==> config.mk <==
export PLATFORM = sky130hd
export DESIGN_NAME = vx_commit_arb
export DESIGN_NICKNAME = d
export VERILOG_FILES = /design/src/rtl/vx_commit_arb.sv
export SDC_FILE = /design/constraint.sdc
export NUM_CORES = 1
export LEC_CHECK = 0
export CORE_AREA = 2 2 433 435
export DETAILED_ROUTE_END_ITERATION = 6
export DIE_AREA = 0 0 435 437
export HOLD_SLACK_MARGIN = 0.06
export PLACE_DENSITY = 0.3
export SKIP_CTS_REPAIR_TIMING = 1
export SYNTH_ARGS = -nofsm -noshare
export SYNTH_HDL_FRONTEND = slang
export SYNTH_SLANG_ARGS = --single-unit
==> constraint.sdc <==
create_clock -name clk -period 3.05 [get_ports clk]
set_clock_uncertainty 0.2 [all_clocks]
set_input_delay 0.4575 -clock clk [delete_from_list [all_inputs] [get_ports clk]]
set_output_delay 0.4575 -clock clk [all_outputs]
set_load 0.05 [all_outputs]
==> src/rtl/vx_commit_arb.sv <==
// vx_commit_arb: round-robin, packet-atomic arbiter merging NUM_REQS
// execution-unit commit streams into one registered commit stream.
// Optional build macro VX_COMMIT_ARB_PERF_EN adds saturating stall and
// lock-duration performance counters (perf_stall_cycles, perf_lock_cycles).

`ifndef NUM_THREADS
`define NUM_THREADS 4
`endif
`ifndef LOG2UP
`define LOG2UP(x) (((x) > 1) ? $clog2(x) : 1)
`endif
`ifndef RRS_WIS_W
`define RRS_WIS_W 2
`endif
`ifndef UUID_WIDTH
`define UUID_WIDTH 44
`endif
`ifndef NW_BITS
`define NW_BITS 2
`endif
`ifndef NR_BITS
`define NR_BITS 5
`endif
`ifndef XLEN
`define XLEN 32
`endif
`ifndef PERF_CTR_BITS
`define PERF_CTR_BITS 44
`endif

module vx_commit_arb #(
    parameter int NUM_REQS  = 4,
    parameter int NUM_LANES = `NUM_THREADS,
    parameter int PID_WIDTH = `LOG2UP(`NUM_THREADS / NUM_LANES),
    parameter int RRS_W     = `RRS_WIS_W,
    parameter int UUID_W    = `UUID_WIDTH,
    parameter int NW_W      = `NW_BITS,
    parameter int NR_W      = `NR_BITS,
    parameter int XLEN_W    = `XLEN,
    // uuid, wid, tmask, PC, wb, rd, data, pid, sop, eop, rrs_id (MSB -> LSB)
    localparam int DATA_W   = UUID_W + NW_W + NUM_LANES + XLEN_W + 1 + NR_W
                              + NUM_LANES * XLEN_W + PID_WIDTH + 2 + RRS_W,
    localparam int SEL_W    = `LOG2UP(NUM_REQS)
) (
    input  logic                         clk,
    input  logic                         reset_n,
    input  logic [NUM_REQS-1:0]          in_valid,
    input  logic [NUM_REQS*DATA_W-1:0]   in_data,
    output logic [NUM_REQS-1:0]          in_ready,
    output logic                         out_valid,
    output logic [DATA_W-1:0]            out_data,
    input  logic                         out_ready,
    output logic [SEL_W-1:0]             out_sel
`ifdef VX_COMMIT_ARB_PERF_EN
    ,
    output logic [`PERF_CTR_BITS-1:0]    perf_stall_cycles,
    output logic [`PERF_CTR_BITS-1:0]    perf_lock_cycles
`endif
);

    // Position of the end-of-packet flag inside one payload.
    localparam int EOP_BIT = RRS_W;

    typedef enum logic {
        UNLOCKED = 1'b0,
        LOCKED   = 1'b1
    } lock_state_t;

    lock_state_t       state_p1;
    lock_state_t       state_next;
    logic [SEL_W-1:0]  locked_idx_p1;
    logic [SEL_W-1:0]  locked_idx_next;
    logic [SEL_W-1:0]  rr_ptr_p1;

    logic              vld_p1;
    logic [DATA_W-1:0] data_p1;
    logic [SEL_W-1:0]  sel_p1;

    logic [DATA_W-1:0] req_data [NUM_REQS];
    logic              en;
    logic              grant_found;
    logic [SEL_W-1:0]  grant_idx;
    logic [DATA_W-1:0] grant_data;
    logic              grant_eop;
    logic              xfer;
    logic [SEL_W-1:0]  ptr_after;

    // Round-robin pick: first valid requester at or above ptr, wrapping.
    // Iterating from the farthest offset down lets the nearest one win.
    function automatic logic [SEL_W:0] rr_pick(input logic [NUM_REQS-1:0] valid,
                                               input logic [SEL_W-1:0]    ptr);
        logic [SEL_W:0] pick;
        int             idx;
        pick = '0;
        for (int k = NUM_REQS - 1; k >= 0; k--) begin
            idx = (int'(ptr) + k) % NUM_REQS;
            if (valid[SEL_W'(idx)]) begin
                pick = {1'b1, SEL_W'(idx)};
            end
        end
        return pick;
    endfunction

    for (genvar i = 0; i < NUM_REQS; i++) begin : g_slice
        assign req_data[i] = in_data[i*DATA_W +: DATA_W];
    end

    // The output register can take a new packet when empty or draining.
    assign en         = !vld_p1 || out_ready;
    assign grant_data = req_data[grant_idx];
    assign grant_eop  = grant_data[EOP_BIT];
    assign xfer       = en && grant_found;
    assign ptr_after  = (grant_idx == SEL_W'(NUM_REQS - 1)) ? '0 : grant_idx + 1'b1;

    // Grant selection: a lock pins the grant to the owner, even when it is idle.
    always_comb begin
        grant_found = 1'b0;
        grant_idx   = '0;
        if (state_p1 == LOCKED) begin
            grant_idx   = locked_idx_p1;
            grant_found = in_valid[locked_idx_p1];
        end else begin
            {grant_found, grant_idx} = rr_pick(in_valid, rr_ptr_p1);
        end
    end

    // Accept is one-hot on the granted requester, and never while in reset.
    always_comb begin
        in_ready = '0;
        if (reset_n && xfer) begin
            in_ready[grant_idx] = 1'b1;
        end
    end

    // Lock state register.
    always_ff @(posedge clk or negedge reset_n) begin
        if (!reset_n) begin
            state_p1      <= UNLOCKED;
            locked_idx_p1 <= '0;
        end else begin
            state_p1      <= state_next;
            locked_idx_p1 <= locked_idx_next;
        end
    end

    // Lock next-state: a slice without eop opens a lock, the owner's eop closes it.
    always_comb begin
        state_next      = state_p1;
        locked_idx_next = locked_idx_p1;
        case (state_p1)
            UNLOCKED: begin
                if (xfer && !grant_eop) begin
                    state_next      = LOCKED;
                    locked_idx_next = grant_idx;
                end
            end
            LOCKED: begin
                if (xfer && grant_eop) begin
                    state_next = UNLOCKED;
                end
            end
            default: state_next = UNLOCKED;
        endcase
    end

    // Fairness pointer moves past a requester only when its packet completes.
    always_ff @(posedge clk or negedge reset_n) begin
        if (!reset_n) begin
            rr_ptr_p1 <= '0;
        end else if (xfer && grant_eop) begin
            rr_ptr_p1 <= ptr_after;
        end
    end

    // Output stage: load on transfer, empty on idle drain, hold on stall.
    always_ff @(posedge clk or negedge reset_n) begin
        if (!reset_n) begin
            vld_p1  <= 1'b0;
            data_p1 <= '0;
            sel_p1  <= '0;
        end else if (en) begin
            vld_p1 <= grant_found;
            if (grant_found) begin
                data_p1 <= grant_data;
                sel_p1  <= grant_idx;
            end
        end
    end

    assign out_valid = vld_p1;
    assign out_data  = data_p1;
    assign out_sel   = sel_p1;

`ifdef VX_COMMIT_ARB_PERF_EN
    localparam int PERF_W = `PERF_CTR_BITS;

    logic [PERF_W-1:0] stall_cnt_p1;
    logic [PERF_W-1:0] lock_cnt_p1;

    function automatic logic [PERF_W-1:0] sat_inc(input logic [PERF_W-1:0] v);
        return (&v) ? v : v + 1'b1;
    endfunction

    // Count cycles where someone wants to commit but nothing moves, and lock cycles.
    always_ff @(posedge clk or negedge reset_n) begin
        if (!reset_n) begin
            stall_cnt_p1 <= '0;
            lock_cnt_p1  <= '0;
        end else begin
            if ((|in_valid) && !(|(in_valid & in_ready))) begin
                stall_cnt_p1 <= sat_inc(stall_cnt_p1);
            end
            if (state_p1 == LOCKED) begin
                lock_cnt_p1 <= sat_inc(lock_cnt_p1);
            end
        end
    end

    assign perf_stall_cycles = stall_cnt_p1;
    assign perf_lock_cycles  = lock_cnt_p1;
`else
    // Performance counters are not built in this configuration.
`endif

endmodule
# Yosys cells after proc, flatten, opt, wreduce, memory -nomap -nowiden
# Cells that the tools add are included.
dict set report totals {
  reg_bits 229
  input_bits 891
  output_inout_bits 228
  word_cells 61
}
dict set report classes {
  addsub 4
  magnitude_cmp 8
  eq_ne 1
  muxes 30
  n_bitwise 2
  reduce_logical 10
}
# operator count
set op_table {}
lappend op_table {{binary-select mux 221 bit (select 2 bit)} 1}
lappend op_table {{2-to-1 mux 221 bit} 2}
lappend op_table {{less-than comparator 2 x 4 -> 1 bit (second input constant)} 4}
lappend op_table {{2-to-1 mux 1 bit} 13}
lappend op_table {{2-to-1 mux 3 bit} 4}
lappend op_table {{binary-select mux 1 bit (select 2 bit)} 5}
lappend op_table {{less-than comparator 2 x 3 -> 1 bit (second input constant)} 2}
lappend op_table {{logical AND 1 bit} 5}
lappend op_table {{adder 2 x 1 -> 2 bit (second input constant)} 2}
lappend op_table {{adder 2 bit (second input constant)} 2}
lappend op_table {{2-to-1 mux 2 bit} 2}
lappend op_table {{2-to-1 mux 4 bit} 1}
lappend op_table {{AND reduction 2 bit} 2}
lappend op_table {{>= comparator 3 bit (second input constant)} 1}
lappend op_table {{NOT 2 -> 3 bit} 1}
lappend op_table {{demux 1 bit (select 2 bit)} 1}
lappend op_table {{== test 2 bit (second input constant)} 1}
lappend op_table {{>= comparator 2 x 1 -> 1 bit (second input constant)} 1}
lappend op_table {{logical NOT 1 bit} 2}
lappend op_table {{case mux 1 bit (2 select lines)} 1}
lappend op_table {{logical OR 1 bit} 1}
lappend op_table {{NOT 1 bit} 1}

# Logic depth before layout (Yosys ltp)
dict set report logic_depth {
  depth_word 17
  depth_mapped 10
  depth_no_buf 7
}

# Worst setup path after synthesis
# No wires, ideal clock.
dict set report synth_path {
  path_type {register to output}
  startpoint {reg state_p1}
  endpoint {out in_ready[2]}
  t_arrival_ns 2.140
  required_ns 2.392
  path_slack_ns 0.252
  path_stages_with_launch 9
  n_path_buf 3
  cell_sequence {dfrtp_1 -> buf_2 -> o41ai_1 -> a211oi_4 -> buf_6 -> buf_4 -> inv_2 -> ha_1 -> and3_1}
}
dict set report synth_via {
  elab_chain_len 6
  elab_cells_between_ends 10
  classes_between {order compare (2); mux (5); reduce/logical (3)}
}
# element line_no
set synth_rtl {}
lappend synth_rtl {{start, declared} 69} ;# lock_state_t state_p1;
lappend synth_rtl {{start signal, assigned} 141} ;# state_p1 <= state_next;
lappend synth_rtl {{2-to-1 mux 2 bit (*)} 119} ;# if (state_p1 == LOCKED) begin
lappend synth_rtl {{named net grant_idx[0]} 82} ;# logic [SEL_W-1:0] grant_idx;
lappend synth_rtl {{less-than comparator 2 x 3 -> 1 bit (not written as such) / >= comparator 2 x 1 -> 1 bit (equally long branches)} 131} ;# in_ready[grant_idx] = 1'b1;
lappend synth_rtl {{logical AND 1 bit (not written as such)} 131}
lappend synth_rtl {{2-to-1 mux 1 bit (not written as such)} 131}
lappend synth_rtl {{demux 1 bit (select 2 bit) (*)} 131}
lappend synth_rtl {{2-to-1 mux 4 bit (*)} 130} ;# if (reset_n && xfer) begin
lappend synth_rtl {{end, declared} 49} ;# output logic [NUM_REQS-1:0] in_ready,
# Mark *: on every way through the listed nets, which the timed path passes. The rest lies on a longest branch.

# Final worst setup path
dict set report layout_path {
  startpoint {in in_valid[0]}
  endpoint {out in_ready[2]}
}
dict set report layout_via {
  elab_chain_len 13
  elab_cells_between_ends 28
  classes_between {order compare (2); mux (23); reduce/logical (3)}
}
# element line_no
set layout_rtl {}
lappend layout_rtl {{start, declared} 47} ;# input logic [NUM_REQS-1:0] in_valid,
lappend layout_rtl {{binary-select mux 1 bit (select 2 bit)} 97} ;# if (valid[SEL_W'(idx)]) begin
lappend layout_rtl {{2-to-1 mux 1 bit (not written as such) (2 in series)} 97}
lappend layout_rtl {{2-to-1 mux 3 bit (4 in series)} 97}
lappend layout_rtl {{2-to-1 mux 2 bit} 119}
lappend layout_rtl {{less-than comparator 2 x 3 -> 1 bit (not written as such) / >= comparator 2 x 1 -> 1 bit (equally long branches)} 131}
lappend layout_rtl {{logical AND 1 bit (not written as such)} 131}
lappend layout_rtl {{2-to-1 mux 1 bit (not written as such)} 131}
lappend layout_rtl {{demux 1 bit (select 2 bit)} 131}
lappend layout_rtl {{2-to-1 mux 4 bit (*)} 130}
# Mark *: on every way between the ends. The rest lies on a longest branch, timed or not. The select of a mux whose other input is x is not followed.

==> metrics.csv <==
stage;metric;value;unit
status;outcome;complete, but fails checks;
status;failed_checks;negative setup slack;
clock_tree;root_buffer;clkbuf_16;
worst_setup_path;cp-start-kind;primary input;
cells_and_area;nets;3438;
drt;top_layer;met5;
cells_and_area;final_cells;5051;
timing;period_share;101.2;%
grt;grt_pass1_wl;171400;µm
worst_hold_path;worstHoldEndpoint;out_data[2];
floorplan;die_x;435;µm
drt;drc;0;
drt;routed_via_density;3.215;
placed_design;numPortBuffers;1118;
timing;slew_headroom;45.74;%
logic_synthesis;async_flop_share;100.0;%
logic_synthesis;syn_inst;1302;
timing;rsz0062_at_grt;yes;
placed_design;place.gp.congestion;0.8222;
clock_tree;cts_buffer_depth;3;
floorplan;fp.dieArea;190100;µm²
clock_tree;clkSinkCount;229;
worst_setup_path;r2r-start;rr_ptr_p1[1];
clock_tree;path_clk_slew;50;ps
floorplan;core;185000;µm²
grt;grt.total_usage;13.36;%
drt;wire_per_inst;26.11;µm
worst_setup_path;critPathRequiredTime;2390;ps
logic_synthesis;synth_top_area_share;39.99;%
worst_setup_path;rrSetupSlack;250;ps
worst_setup_path;arrival;2430;ps
logic_synthesis;synth.ff_latch_count;229;
logic_synthesis;ys_types;43;
power_and_ir_drop;ir_drop;341.7;µV
placed_design;placedCellCount;4975;
drt;wl_met1;52440;µm
timing;fin_setup_tns;-70.97;ps
drt;wirelength;131900;µm
cells_and_area;multi_input_area;7787;µm²
timing;max_freq;323.9;MHz
logic_synthesis;netlist_area;14330;µm²
logic_synthesis;mappedNetlistNets;2197;
worst_setup_path;rr_endpoint;out_data[202];
drt;dr.pass1.iters;5;
worst_setup_path;reg2reg_depth;10;
placed_design;dp_hpwl;112600;µm
drt;wl_met2;67460;µm
timing;tightest_slew;811.3;ps
logic_synthesis;yosysWarnings;0;
power_and_ir_drop;leakage;12.51;nW
cells_and_area;drive_above_1_share;12.27;%
logic_synthesis;synth_most_common_cell;mux2i_1;
drt;drt_first_iter_violations;667;
worst_setup_path;cp-end-kind;output port;
drt;antenna_left;0;
floorplan;die_h;437;µm
clock_tree;clock_latency;610;ps
timing;slew_violations;0;
worst_setup_path;path_class;in -> out;
timing;setup_viol;3;
timing;hold_slack;279.5;ps
grt;grt_pass1_vias;17700;
logic_synthesis;ys_seq_area_share;39.99;%
logic_synthesis;synth_edf_count;0;
logic_synthesis;synth_common_cells;mux2i_1, nand2_1, dfrtp_1;
logic_synthesis;synth_ff_type;dfrtp_1;
power_and_ir_drop;power.density;1103;nW/µm²
drt;num_vias;16240;
drt;met3_length;10070;µm
timing;setup_ws;-37.77;ps
clock_tree;numCtsBuffers;40;
worst_hold_path;hp-start;out_data[2];
logic_synthesis;yosys.area.top_type;dfrtp_1;
cells_and_area;syn2layout_area_growth;118.0;%
flow_run;maxCapViolCount;0;
floorplan;initial_core_util;7.744;%
logic_synthesis;ys_top_cells_by_area;dfrtp_1, mux2i_1, o221ai_1;
grt;grt_max_degree;68;
grt;antenna_found_initial;30;
grt;gr-total-overflow;0;
logic_synthesis;syn_avg_cell_area;11.01;µm²
timing;finalHoldViolCount;0;
clock_tree;cts_tree;built;
clock_tree;htreeDepth;2;
worst_setup_path;worst-path-max-fanout;7;
worst_hold_path;hp-class;reg -> reg;
timing;min_period;3088;ps
worst_hold_path;hold_depth;2;
floorplan;rows;158;
cells_and_area;fillers;20760;
floorplan;io_pins;1119;
cells_and_area;register_area;5733;µm²
cells_and_area;fin_util;16.89;%
==> sequential cells by signal, summed over array words and instances, names as in the netlist <==
signal,flops
locked_idx_p1,2
out_data,221
out_sel,2
out_valid,1
rr_ptr_p1,2
state_p1,1
==> layout make-up <==
cell class,count,share of cell area (%)
Antenna cell,4,0.03204
Clock buffer,55,3.580
Clock inverter,11,0.4045
Inverter,5,0.08409
Multi-Input combinational cell,944,24.92
Sequential cell,229,18.35
Tap cell,2480,9.931
Timing Repair Buffer,1323,42.70
==> logic make-up (layout without fill, tap and decap cells) <==
group	after synthesis	in the layout	synth area share (%)
buffers and inverters	129	1394	6.810
adders and majority gates	4	4	0.3493
other	0	4	0
DFF	229	229	39.99
AOI/OAI and AO/OA	241	241	14.69
and+or+nand+nor	254	254	6.976
muxes	445	445	31.19
==> layer usage <==
metal,GRT usage (%),up-vias
met5,0,-
li1,-,7527
met2,23.89,540
met3,4.741,114
met1,15.36,8035
met4,2.207,24
==> placed cells by master, fill, tap and decap left out, types with 5 or more instances in the layout <==
cell	count
nand2_1	230
clkbuf_1	10
buf_4	170
buf_12	50
clkbuf_16	41
mux2i_1	442
o221ai_1	220
clkdlybuf4s50_1	1093
inv_6	5
dfrtp_1	227
==> worst max-delay path, stage by stage <==
cell	delay, ps
clkdlybuf4s50_1	420
buf_6	140
buf_4	140
o21bai_2	200
a211oi_4	330
buf_12	200
inv_6	40
ha_1	190
and3_4	160
buf_12	140
==> how the worst max path moves through the flow <==
stage                       from          end  slack, ps
floorplan               state_p1  in_ready[2]        250
global placement     in_valid[1]  in_ready[0]       -860
detailed placement   in_valid[1]  in_ready[0]       -780
CTS                  in_valid[1]  in_ready[0]       -820
global route        rr_ptr_p1[0]  in_ready[0]       -170
finish               in_valid[0]  in_ready[2]        -40
==> stage by stage <==
step | setup slack (ps) | total power [W] | area [µm²]
CTS | -817.3 | 0.03519 | 30990
floorplan | 252.4 | 0.01925 | 14330
detailed placement | -781.4 | 0.03017 | 29750
global placement | -864.3 | 0.03024 | 29750
finish | -37.77 | 0.03445 | 31250
global route | -174.5 | 0.03654 | 31240
==> where the power goes <==
part	total, W	internal, W	switching [W]	leakage (nW)
Clock	0.00466	0.00272	0.00194	0.608
Combinational	0.0238	0.00961	0.0142	9.07
Sequential	0.00594	0.00459	0.00136	2.83
Total	0.0344	0.0169	0.0175	12.5
Note: power is estimated with default switching activity, not from simulation.
